File: src/rtl/wb_arbiter2.sv
// Two-master Wishbone arbiter: round-robin grant per cyc, combinational
// passthrough of the granted master, and a stall watchdog raising err.
module wb_arbiter2 #(
    parameter int unsigned DW      = 16,
    parameter int unsigned AW      = 16,
    parameter int unsigned TIMEOUT = 15
) (
    input  logic          clk_i,
    input  logic          rst_i,

    input  logic          m0_cyc_i,
    input  logic          m0_stb_i,
    input  logic          m0_we_i,
    input  logic [AW-1:0] m0_adr_i,
    input  logic [DW-1:0] m0_dat_i,
    output logic [DW-1:0] m0_dat_o,
    output logic          m0_ack_o,
    output logic          m0_err_o,

    input  logic          m1_cyc_i,
    input  logic          m1_stb_i,
    input  logic          m1_we_i,
    input  logic [AW-1:0] m1_adr_i,
    input  logic [DW-1:0] m1_dat_i,
    output logic [DW-1:0] m1_dat_o,
    output logic          m1_ack_o,
    output logic          m1_err_o,

    output logic          s_cyc_o,
    output logic          s_stb_o,
    output logic          s_we_o,
    output logic [AW-1:0] s_adr_o,
    output logic [DW-1:0] s_dat_o,
    input  logic [DW-1:0] s_dat_i,
    input  logic          s_ack_i
);

    localparam int unsigned CNT_W = 8;

    typedef enum logic [1:0] {
        IDLE = 2'd0,
        GNT0 = 2'd1,
        GNT1 = 2'd2
    } state_t;

    state_t             state;
    state_t             state_nxt;
    logic               last;
    logic               last_nxt;
    logic [CNT_W-1:0]   wd_cnt;
    logic               err0;
    logic               err1;
    logic               wd_clear;
    logic               wd_hit;

    // State register; last=1 after reset so master 0 wins the first tie
    always_ff @(posedge clk_i) begin
        if (rst_i) begin
            state <= IDLE;
            last  <= 1'b1;
        end else begin
            state <= state_nxt;
            last  <= last_nxt;
        end
    end

    // Next-state: grants only leave through IDLE, so handoffs never overlap
    always_comb begin
        state_nxt = state;
        last_nxt  = last;
        case (state)
            IDLE: begin
                if (m0_cyc_i && m1_cyc_i) begin
                    state_nxt = last ? GNT0 : GNT1;
                end else if (m0_cyc_i) begin
                    state_nxt = GNT0;
                end else if (m1_cyc_i) begin
                    state_nxt = GNT1;
                end
            end
            GNT0: begin
                if (!m0_cyc_i) begin
                    state_nxt = IDLE;
                    last_nxt  = 1'b0;
                end
            end
            GNT1: begin
                if (!m1_cyc_i) begin
                    state_nxt = IDLE;
                    last_nxt  = 1'b1;
                end
            end
            default: state_nxt = IDLE;
        endcase
    end

    // Bus mux driven purely from the current grant
    always_comb begin
        s_cyc_o  = 1'b0;
        s_stb_o  = 1'b0;
        s_we_o   = 1'b0;
        s_adr_o  = '0;
        s_dat_o  = '0;
        m0_dat_o = '0;
        m0_ack_o = 1'b0;
        m1_dat_o = '0;
        m1_ack_o = 1'b0;
        case (state)
            GNT0: begin
                s_cyc_o  = m0_cyc_i;
                s_stb_o  = m0_stb_i;
                s_we_o   = m0_we_i;
                s_adr_o  = m0_adr_i;
                s_dat_o  = m0_dat_i;
                m0_dat_o = s_dat_i;
                m0_ack_o = s_ack_i & m0_stb_i;
            end
            GNT1: begin
                s_cyc_o  = m1_cyc_i;
                s_stb_o  = m1_stb_i;
                s_we_o   = m1_we_i;
                s_adr_o  = m1_adr_i;
                s_dat_o  = m1_dat_i;
                m1_dat_o = s_dat_i;
                m1_ack_o = s_ack_i & m1_stb_i;
            end
            default: begin
            end
        endcase
    end

    // Ack in the terminal-count cycle clears the counter before the hit matters
    assign wd_clear = (state == IDLE) || !s_stb_o || s_ack_i;
    assign wd_hit   = (wd_cnt == CNT_W'(TIMEOUT));

    always_ff @(posedge clk_i) begin
        if (rst_i) begin
            wd_cnt <= '0;
            err0   <= 1'b0;
            err1   <= 1'b0;
        end else begin
            err0 <= 1'b0;
            err1 <= 1'b0;
            if (wd_clear) begin
                wd_cnt <= '0;
            end else if (wd_hit) begin
                wd_cnt <= '0;
                err0   <= (state == GNT0);
                err1   <= (state == GNT1);
            end else begin
                wd_cnt <= wd_cnt + CNT_W'(1);
            end
        end
    end

    assign m0_err_o = err0;
    assign m1_err_o = err1;

endmodule
File: config.mk
export PLATFORM = sky130hd
export DESIGN_NAME = wb_arbiter2
export DESIGN_NICKNAME = d
export VERILOG_FILES = /design/src/rtl/wb_arbiter2.sv
export SDC_FILE = /design/constraint.sdc
export NUM_CORES = 1
export LEC_CHECK = 0
export CAP_MARGIN = 20
export CORE_MARGIN = 2
export CORE_UTILIZATION = 25
export CTS_BUF_LIST = sky130_fd_sc_hd__clkbuf_8
export CTS_CLUSTER_SIZE = 8
export DETAILED_ROUTE_END_ITERATION = 6
export GPL_ROUTABILITY_DRIVEN = 0
export PLACE_DENSITY_LB_ADDON = 0.15
export SETUP_SLACK_MARGIN = 0.15
export SYNTH_ARGS = -nofsm -noshare
export SYNTH_HDL_FRONTEND = slang
export SYNTH_SLANG_ARGS = --single-unit
export TNS_END_PERCENT = 1
File: constraint.sdc
create_clock -name clk_i -period 1.7 [get_ports clk_i]
set_input_delay 0.17 -clock clk_i [delete_from_list [all_inputs] [get_ports clk_i]]
set_output_delay 0.17 -clock clk_i [all_outputs]
set_load 0.005 [all_outputs]
==> summary.md, run 1 <==
| Metric | Value |
|---|---|
| Initial antenna violation count | 0 |
| Die width | 78.0 um |
| Min cycle time layout | 1.79 ns |
| Count leader, synth | nor2b_1 |
| Post-synthesis sequential area ratio | 19.0% |
| Tcrit/Tclk final | 106% |
| Avg Inst Size Synth | 7.33 um2 |
| Top_reg_cell synth | dfxtp_1 |
| Area grow syn2layout | 162% |
| Reg clk slew, reported paths | 0.06 ns |
| Critical path, cell by cell | buf_6 > ha_4 > buf_6 > buf_6 > a22o_4 > or4b_4 > a21oi_2 |
| First drt pass iteration count | 4 |
| Pwr Total | 1.69 mW |
| Routed via count | 2146 |
| Vias in the first global route | 2163 |
| Combinational Power Share | between 60 and 70% |
| Ant diodes | 0 |
| DP Wirelength | 5090 um |
| Critical path endpoint category | register |
| Detailed Route WL | roughly 7800 um |
| Post-synth top cells | 36 x nor2b_1, 34 x a22oi_1, 33 x and2_1 |
| Layout cell share with drive strength beyond 1 | 45.4% |
| Yosys warns | 0 |
| Tot GR Track Use | 24.6% |
| RSZ-0062 raised after global routing | yes |
| CTS Buf Count | 3 |
| Vias/cell | 4.88 |
| Clk sink count | 13 |
| Clock root buffer master | clkbuf_8 |
| Grt ovf | 0 |
| ANT nets after route | 0 |
| Worst-Margin Slew | between 0.3 and 0.4 ns |
| Setup Skew | 0.000965 ns |
| Post-synth EDFFs | 0 |
| Internal | 1.17 mW |
| Die ar. | about 6000 um2 |
| First-pass GRT wire length | 11800 um |
| Worst rel slew slack | 73.6% |
| # Max-Cap Violations | 0 |
| Initial core utilization | 26.3% |
| Sw Share | 30.4% |
| Post-route cell area | 3590 um2 |
| Critical path class | register to register |
| Total core area | 5200 um2 |
| Most frequent CP cell | buf_6 |
| Largest stage delay, worst path | 0.49 ns |
| Hold Fails Final Rpt | 0 |
| Slowest CP cell | or4b_4 |
| Post-layout util | 68.9% |
| CTS tree | built |
| Post-synthesis cell type count | 29 |
| Synthesized area | between 1000 and 1500 um2 |
| Synth area leaders | dfxtp_1 19%, a22oi_1 19%, nor2b_1 16% |
| Initial DRC Count | 77 |
| DRC Markers | 0 |
| Clk_lat worst skew | 0.24 ns |
| Fmax | roughly 0.56 GHz |
| Synth top area share | a little under a fifth |
| Largest area contributor in the netlist | dfxtp_1 |
| Post-Synthesis Cells | 187 |
| H-tree Lvls | 1 |
| Clk buf depth | 2 |
| CP required | between 1.5 and 2 ns |
| Crit path DAT | 1.96 ns |
| Yosys reg bits | 13 |
| Hold Slack | 0.478 ns |
| Syn_nets | 280 |
| Sw power | roughly 0.5 mW |
| WL/cell | 17.8 um |
| Num ports | 160 |
| Run status | complete, but fails checks |
| Num rows | 26 |
| Hold buffer count at CTS | 0 |
| Crit path launch type | register |
| Setup tns final | -0.924 ns |
| Static Leak | roughly 1.5 nW |
| I/O Buffers | about 160 |
| Final WS setup | -0.0943 ns |
| Seq pwr share | 19.2% |
| PwrDens | 470 nW/um2 |
| Placed Area | 3120 um2 |
| Async SR Flop Fraction | 0% |
| CP max FO | 5 |
| VDD IR max | 0.559 mV |
| Largest net degree at the start of global routing | 16 |
| Layout Nets | between 400 and 500 |
| Final setup viols | 22 |
| Hold Crit Class | register to register |
| Failing checks | negative setup slack |
| Die height | 78.0 um |
| Clock power frac | 16.1% |
| Max Slew Vio Count | 0 |
layout by cell type, fill, tap and decap left out, types with 2 or more instances in the layout:
| master | instances |
|---|---|
| nor2b_1 | 31 |
| clkbuf_2 | 14 |
| a21oi_1 | 3 |
| inv_4 | 2 |
| a211oi_1 | 3 |
| buf_6 | 19 |
| buf_12 | 6 |
| and2_1 | 21 |
| ha_4 | 3 |
| clkdlybuf4s50_1 | 90 |
| o21ai_0 | 5 |
| nor3_1 | 7 |
| inv_1 | 5 |
| buf_8 | 5 |
| clkbuf_8 | 3 |
| xnor2_1 | 2 |
| and2_4 | 12 |
| buf_16 | 6 |
| buf_4 | 12 |
| nand3_1 | 3 |
| and3_1 | 2 |
| dfxtp_4 | 2 |
| dfxtp_1 | 11 |
| nor2b_2 | 4 |
| a22oi_1 | 2 |
| nand2b_1 | 2 |
| nor3b_1 | 2 |
| a22oi_2 | 32 |
| buf_2 | 42 |
| or3_1 | 3 |
critical path: cells and delay by family (launching register included):
kind / cells / cell delay, ns
AO/OA/AOI/OAI: 2 / 0.35
AND/OR/NAND/NOR: 1 / 0.49
adder cells (fa/ha/maj): 1 / 0.19
buffers and inverters: 3 / 0.34
flip-flops: 1 / 0.36
final timing paths:
| check | start | endpoint | slack [ns] | cells past startpoint |
|---|---|---|---|---|
| setup / recovery | state[0] | state[0] | -0.09 | 7 |
| hold / removal | wd_cnt[0] | wd_cnt[0] | 0.48 | 1 |
| setup reg to reg | state[0] | state[0] | -0.09 | 7 |
| hold reg to reg | wd_cnt[0] | wd_cnt[0] | 0.48 | 1 |
flip-flops by register name (all words and copies together), names as in the netlist:
name	count
wd_cnt	8
state	2
last	1
m0_err_o	1
m1_err_o	1
power groups by stage:
| stage | clock, mW | sequential (mW) | combinational [mW] |
|---|---|---|---|
| after detailed placement | 0 | 0.327 | 0.767 |
| after floorplan | 0 | 0.325 | 0.286 |
| after global routing | 0.304 | 0.325 | 1.16 |
| final | 0.272 | 0.324 | 1.09 |
| after CTS | 0.284 | 0.324 | 1.05 |
| after global placement | 0 | 0.326 | 0.761 |
metrics by stage:
step                      worst slack [ns]  cells
after floorplan                      0.152    187
after global placement              -0.145    413
after detailed placement            -0.161    413
after CTS                           -0.177    438
after global routing                -0.160    440
final                              -0.0943    440
layout make-up:
cell class | count | area, um2
Tap cell | 70 | 87.6
Clock buffer | 3 | 41.3
Fill cell | 393 | 1620
Timing Repair Buffer | 196 | 1890
Inverter | 7 | 31.3
Clock inverter | 1 | 5.00
Multi-Input combinational cell | 150 | 1270
Sequential cell | 13 | 268
cell families (layout without fill, tap and decap cells):
family,after synthesis,count (layout),synth area share (%)
buf+inv,24,207,7.67
xor+xnor,3,3,1.92
simple gates,94,94,42.2
flops,13,13,19.0
fa+ha+maj,4,4,3.65
compound gates,49,49,25.6
routing by layer:
layer	vias up	wire length [um]	global-route usage, %	share of wire [%]
met5	-	0	0	0
met4	0	233	8.60	3.0
met3	18	517	5.86	6.6
met2	93	4140	46.4	53
met1	1001	2940	26.5	38
li1	1034	-	-	-
timing repair:
action,4_1_cts,5_1_grt
cloned,7,0
buffers inserted,14,2
endpoints found under the setup margin,81,81
gates resized for setup,302,57
pin swaps,29,24
(Power assumes the default switching activity.)
==> inputs of run 2 (changes only) <==
--- a/config.mk
+++ b/config.mk
@@ -7,9 +7,8 @@
 export LEC_CHECK = 0
 export CAP_MARGIN = 20
 export CORE_MARGIN = 2
-export CORE_UTILIZATION = 25
+export CORE_UTILIZATION = 30
 export CTS_BUF_LIST = sky130_fd_sc_hd__clkbuf_8
-export CTS_CLUSTER_SIZE = 8
 export DETAILED_ROUTE_END_ITERATION = 6
 export GPL_ROUTABILITY_DRIVEN = 0
 export PLACE_DENSITY_LB_ADDON = 0.15
==> constraint.sdc (replaced) <==
create_clock -name clk_i -period 2.2 [get_ports clk_i]
set_input_delay 0.22 -clock clk_i [delete_from_list [all_inputs] [get_ports clk_i]]
set_output_delay 0.22 -clock clk_i [all_outputs]
set_load 0.005 [all_outputs]
==> run 2 against run 1 <==
  * The flow now finishes without violations
  * Die area decreased by 16%
  * Largest power group unchanged
  * Sequential power decreased by 23%
  * Via count decreased by 9.6%
  * Register-to-register slack improved by 0.59 ns
  * Critical endpoint is now s_dat_o[1]
  * Critical path depth decreased by 1
  * Non-clock buffer count decreased by 29
  * Flip-flop and latch count unchanged
  * Power decreased by 36%
  * Global-route usage decreased by 1.1 points
==> summary.md, run 2 (synthesized netlist as in run 1, its figures left out) <==
| Metric | Value |
|---|---|
| CTS Buf Count | 3 (unchanged) |
| Vias/cell | 4.94 (+1.2%) |
| Worst rel slew slack | 62.3% (-11 points) |
| Vias in the first global route | 1835 (-15%) |
| Run status | finished clean |
| Total core area | 4380 um2 (-16%) |
| Static Leak | 1.11 nW (-24%) |
| Detailed Route WL | 6350 um (-19%) |
| Clk buf depth | 2 (unchanged) |
| Die height | 71.6 um (-8.3%) |
| Fmax | 0.481 GHz |
| Setup tns final | 0 ns (+0.924 ns) |
| Clk sink count | 13 (unchanged) |
| Routed via count | 1940 (-9.6%) |
| Reg clk slew, reported paths | 0.05 ns (about the same) |
| Num rows | 24 (-7.7%) |
| Cells after DPL | 387 (-6.3%) |
| Die ar. | 5120 um2 (-16%) |
| Tot GR Track Use | 23.4% (-1.1 points) |
| Hold Crit Class | register to register |
| CP max FO | 25 (+20) |
| Crit path launch type | register |
| Num ports | 160 (unchanged) |
| Crit path DAT | 1.86 ns (-0.10 ns) |
| Slowest CP cell | clkdlybuf4s50_1 |
| CTS tree | built |
| Postcts setup bufs | 0 (-14) |
| ANT nets after route | 0 (unchanged) |
| Biggest registers after layout | wd_cnt (8), state (2) |
| Clk_lat worst skew | 0.24 ns (about the same) |
| Area grow syn2layout | 133% |
| First drt pass iteration count | 4 (unchanged) |
| Critical path, cell by cell | inv_4 > ha_4 > bufbuf_16 > a22oi_1 > nor2b_1 > clkdlybuf4s50_1 |
| Final setup viols | 0 (-100%) |
| Max Slew Vio Count | 0 (unchanged) |
| Initial core utilization | 31.2% (+4.9 points) |
| Hold Fails Final Rpt | 0 (unchanged) |
| Most frequent cells in the layout | 157 x clkdlybuf4s50_1, 36 x nor2b_1, 34 x a22oi_1 |
| Worst-Margin Slew | 0.564 ns (+0.170 ns) |
| DP Wirelength | 4950 um (-2.7%) |
| Layout Nets | 435 (-6.3%) |
| Layout cell share with drive strength beyond 1 | 5.28% (-40 points) |
| Die width | 71.6 um (-8.3%) |
| First-pass GRT wire length | 9690 um (-18%) |
| Tcrit/Tclk final | between 90 and 100% |
| Critical path class | register to output port |
| Initial DRC Count | 132 (+71%) |
| DRC Markers | 0 (unchanged) |
| Initial antenna violation count | 0 (unchanged) |
| RSZ-0062 raised after global routing | yes |
| # Max-Cap Violations | 0 (unchanged) |
| Min cycle time layout | 2.08 ns |
| I/O Buffers | 159 (unchanged) |
| Grt ovf | 0 (unchanged) |
| VDD IR max | 0.379 mV (-32%) |
| Commonest non-fill, non-tap cell in the layout | clkdlybuf4s50_1 |
| Critical path endpoint category | output port |
| H-tree Lvls | 1 (unchanged) |
| Largest net degree at the start of global routing | 30 (+14) |
| Biggest register | wd_cnt |
| Setup Skew | 0.00293 ns (+0.00196 ns) |
| WL/cell | 16.2 um (-9.1%) |
| CP required | 1.98 ns (+0.11 ns) |
| PwrDens | 340 nW/um2 (-28%) |
| Max reg flops | 8 (unchanged) |
| Ant diodes | 0 (unchanged) |
| Final std cells w/o fill | 393 (-11%) |
| Clock root buffer master | clkbuf_8 |
| Largest stage delay, worst path | 0.51 ns (+0.02 ns) |
## run 2: power breakdown
group          internal (mW)  switching, mW  total (mW)
clock network          0.123         0.0800       0.203
logic                  0.424          0.207       0.632
registers              0.242        0.00866       0.251
## run 2: critical path: cells and delay by family, from the launching register on
| family | cells | cell delay [ns] |
|---|---|---|
| and+or+nand+nor | 1 | 0.12 |
| AOI/OAI and AO/OA | 1 | 0.09 |
| DFF | 1 | 0.36 |
| buffers and inverters | 3 | 0.89 |
| adders and majority gates | 1 | 0.16 |
## run 2: area by class of cell
cell class | count | area, um2
inverters | 7 | 28.8
clock inverters | 1 | 3.75
clock buffers | 3 | 41.3
repair buffers | 167 | 1750
flip-flops and latches | 13 | 268
multi-input cells | 150 | 1040
fillers | 343 | 1190
well taps | 52 | 65.1
## run 2: timing repair
item | 4_1_cts | 5_1_grt
resized for setup | 14 | 1
hold buffers | 0 | 0
pin swaps | 0 | 0
cloned | 2 | 0
setup endpoints to repair | 35 | 41
## run 2: path summary, 6_finish.rpt
path | slack, ns | endpoint | startpoint | cells after the start
worst max-delay path | 0.12 | s_dat_o[1] | state[0] | 6
worst min-delay path | 0.50 | wd_cnt[0] | wd_cnt[0] | 1
worst max register to register | 0.50 | wd_cnt[7] | state[1] | 6
worst min register to register | 0.50 | wd_cnt[0] | wd_cnt[0] | 1
## run 2: metal layers
layer / global-route usage, % / wire [um]
met5: 0 / 0
met4: 3.77 / 68
met3: 3.66 / 376
met2: 42.8 / 3330
met1: 29.4 / 2580
## run 2: stage by stage
step	cell area, um2	hold slack (ns)	power (mW)	setup WS [ns]	utilization [%]
6_report	3200	0.503	1.09	0.122	72.9
5_1_grt	3200	0.525	1.15	0.0264	72.9
4_1_cts	3190	0.505	1.10	0.114	72.9
3_5_place_dp	3030	0.495	0.823	0.303	69.2
3_3_place_gp	3030	0.479	0.817	0.354	69.2
2_1_floorplan	1370	0.289	0.472	0.619	-
==> inputs of run 3 (changes only) <==
==> constraint.sdc (replaced) <==
create_clock -name clk_i -period 2.2 [get_ports clk_i]
set_input_delay 0.22 -clock clk_i [delete_from_list [all_inputs] [get_ports clk_i]]
set_output_delay 0.22 -clock clk_i [all_outputs]
set_load 0.01 [all_outputs]
==> run 3 against run 2 <==
  * Register-to-register slack better by 0.05 ns
  * Cell count is 0.76% lower
  * First-iteration DRC count is 21% lower
  * Critical path type unchanged
  * Critical endpoint is now s_we_o
  * Largest power group unchanged
  * Highest routed layer unchanged
==> summary.md, run 3 (synthesized netlist as in run 1, its figures left out) <==
| Metric | Value |
|---|---|
| Run status | finished clean |
| Min cycle time layout | 2.14 ns (+0.0574 ns) |
| Sw power | 0.321 mW (+8.6%) |
| Cell depth of the worst setup path | 6 (unchanged) |
| Setup tns final | 0 ns (unchanged) |
| Worst-Margin Slew | 0.540 ns (-0.0238 ns) |
| CP required | 1.98 ns (about the same) |
| Slowest CP cell | clkdlybuf4s50_1 |
| Hold Crit Class | register to register |
| Largest net degree at the start of global routing | 36 (+20%) |
| DRC Markers | 0 (unchanged) |
| Pwr Total | 1.06 mW (-2.5%) |
| Critical path endpoint category | output port |
| Clock power frac | 20.6% (+1.9 points) |
| Seq pwr share | 23.3% (+0.2 points) |
| Static Leak | 1.58 nW (+42%) |
| Initial antenna violation count | 0 (unchanged) |
| Num ports | 160 (unchanged) |
| Hold path depth | 1 (unchanged) |
| Vias/cell | 4.87 (-1.3%) |
| Clk sink count | 13 (unchanged) |
| WL/cell | 15.8 um (-1.9%) |
| Clock root buffer master | clkbuf_8 |
| Setup Skew | 0.00212 ns (-0.000803 ns) |
| CP max FO | 32 (+28%) |
| Hold Fails Final Rpt | 0 (unchanged) |
| CP Launch Point | state[0] |
| RSZ-0062 raised after global routing | yes |
| Die height | 71.6 um (unchanged) |
| Layout Nets | 432 (-0.69%) |
| Vias in the first global route | 1694 (-7.7%) |
| First-pass GRT wire length | 9090 um (-6.1%) |
| Initial DRC Count | 104 (-21%) |
| Max Slew Vio Count | 0 (unchanged) |
| Commonest non-fill, non-tap cell in the layout | clkdlybuf4s50_1 |
| Num rows | 24 (unchanged) |
| Crit path DAT | 1.92 ns (+0.06 ns) |
| Critical path class | register to output port |
| PwrDens | 335 nW/um2 (-1.2%) |
| Crit path launch type | register |
| Reg2Reg Launch Point | state[1] |
| Detailed Route WL | 6180 um (-2.7%) |
| RR Endpoint | wd_cnt[6] |
| CP bufs+invs | 3 (unchanged) |
| Routed via count | 1901 (-2.0%) |
| CTS tree | built |
| Max reg flops | 8 (unchanged) |
| Initial core utilization | 31.2% (unchanged) |
| Die ar. | 5120 um2 (unchanged) |
| Clk buf depth | 2 (unchanged) |
| Most frequent cells in the layout | 129 x clkdlybuf4s50_1, 36 x nor2b_1, 34 x a22oi_1 |
| Total core area | 4380 um2 (unchanged) |
| # Max-Cap Violations | 0 (unchanged) |
| Ant diodes | 0 (unchanged) |
| Biggest registers after layout | wd_cnt (8), state (2) |
| Fmax | 0.468 GHz (-2.7%) |
| Final setup viols | 0 (unchanged) |
| Largest stage delay, worst path | 0.56 ns (+0.05 ns) |
| CP Capture Point | s_we_o |
| Sw Share | 30.4% (+3.1 points) |
| Biggest register | wd_cnt |
| Critical path, cell by cell | inv_1 > ha_2 > buf_12 > a22oi_1 > nor2b_1 > clkdlybuf4s50_1 |
| Tot GR Track Use | 22.2% (-1.2 points) |
| Post-layout util | 72.0% (-0.91 points) |
| DP Wirelength | 4840 um (-2.4%) |
| Die width | 71.6 um (unchanged) |
| Grt ovf | 0 (unchanged) |
| Worst rel slew slack | 63.9% (+1.6 points) |
| First drt pass iteration count | 5 (+1) |
| I/O Buffers | 159 (unchanged) |
| Combinational Power Share | 56.1% (-2.1 points) |
| Tcrit/Tclk final | 97.1% (+2.6 points) |
| Layout cell share with drive strength beyond 1 | 3.25% (-2.0 points) |
| VDD IR max | 0.343 mV (-9.4%) |
| H-tree Lvls | 1 (unchanged) |
| Area grow syn2layout | 130% |
| Internal | 0.737 mW (-6.6%) |
| Reg2reg setup slack | 0.55 ns (+0.05 ns) |
| Postcts setup bufs | 0 (unchanged) |
| ANT nets after route | 0 (unchanged) |
| CTS Buf Count | 3 (unchanged) |
| Worst Reg-to-Reg Cells | 6 (unchanged) |
| Clk_lat worst skew | 0.25 ns (about the same) |
| Reg clk slew, reported paths | 0.06 ns (about the same) |
| CP top delay family | buffers and inverters |
-- run 3: layer usage --
| metal | share of wire, % | global-route usage, % |
|---|---|---|
| met1 | 41 | 28.5 |
| met2 | 52 | 38.2 |
| met3 | 5.5 | 3.38 |
| met4 | 1.2 | 6.92 |
| met5 | 0 | 0 |
-- run 3: cell type report --
cell class / instances / area (um2)
Sequential cell: 13 / 260
Fill cell: 370 / 1230
Clock inverter: 1 / 5.00
Clock buffer: 3 / 41.3
Multi-Input combinational cell: 150 / 1010
Tap cell: 52 / 65.1
Inverter: 7 / 26.3
Timing Repair Buffer: 164 / 1750
-- run 3: worst min path at each step --
stage,from,end
2_1_floorplan,rst_i,state[0]
3_3_place_gp,wd_cnt[0],wd_cnt[0]
3_5_place_dp,wd_cnt[0],wd_cnt[0]
4_1_cts,wd_cnt[0],wd_cnt[0]
5_1_grt,wd_cnt[0],wd_cnt[0]
6_report,wd_cnt[0],wd_cnt[0]
-- run 3: timing repair --
action / in CTS / in global routing
hold buffers: 0 / 0
gates resized for setup: 2 / 32
endpoints found under the setup margin: 53 / 68
-- run 3: metrics by stage --
step | cells | setup slack (ns) | hold slack, ns | area [um2]
final | 390 | 0.0642 | 0.480 | 3160
after global routing | 390 | -0.0269 | 0.522 | 3160
after floorplan | 187 | 0.619 | 0.289 | 1370
after global placement | 386 | 0.308 | 0.478 | 3030
after CTS | 390 | 0.0436 | 0.484 | 3070
after detailed placement | 386 | 0.290 | 0.476 | 3030
-- run 3: power by group through the flow --
stage | combinational [mW] | sequential [mW] | clock (mW)
2_1_floorplan | 0.246 | 0.250 | 0
3_3_place_gp | 0.590 | 0.252 | 0
3_5_place_dp | 0.595 | 0.252 | 0
4_1_cts | 0.597 | 0.247 | 0.228
5_1_grt | 0.638 | 0.248 | 0.236
6_report | 0.594 | 0.247 | 0.218
-- run 3: worst register-to-register path, stage by stage, from the launching register on --
cell and delay, ns:
dfxtp_1 0.32, inv_1 0.08, ha_2 0.24, buf_8 0.17, a22oi_1 0.10, nand3b_1 0.38, a211oi_1 0.27
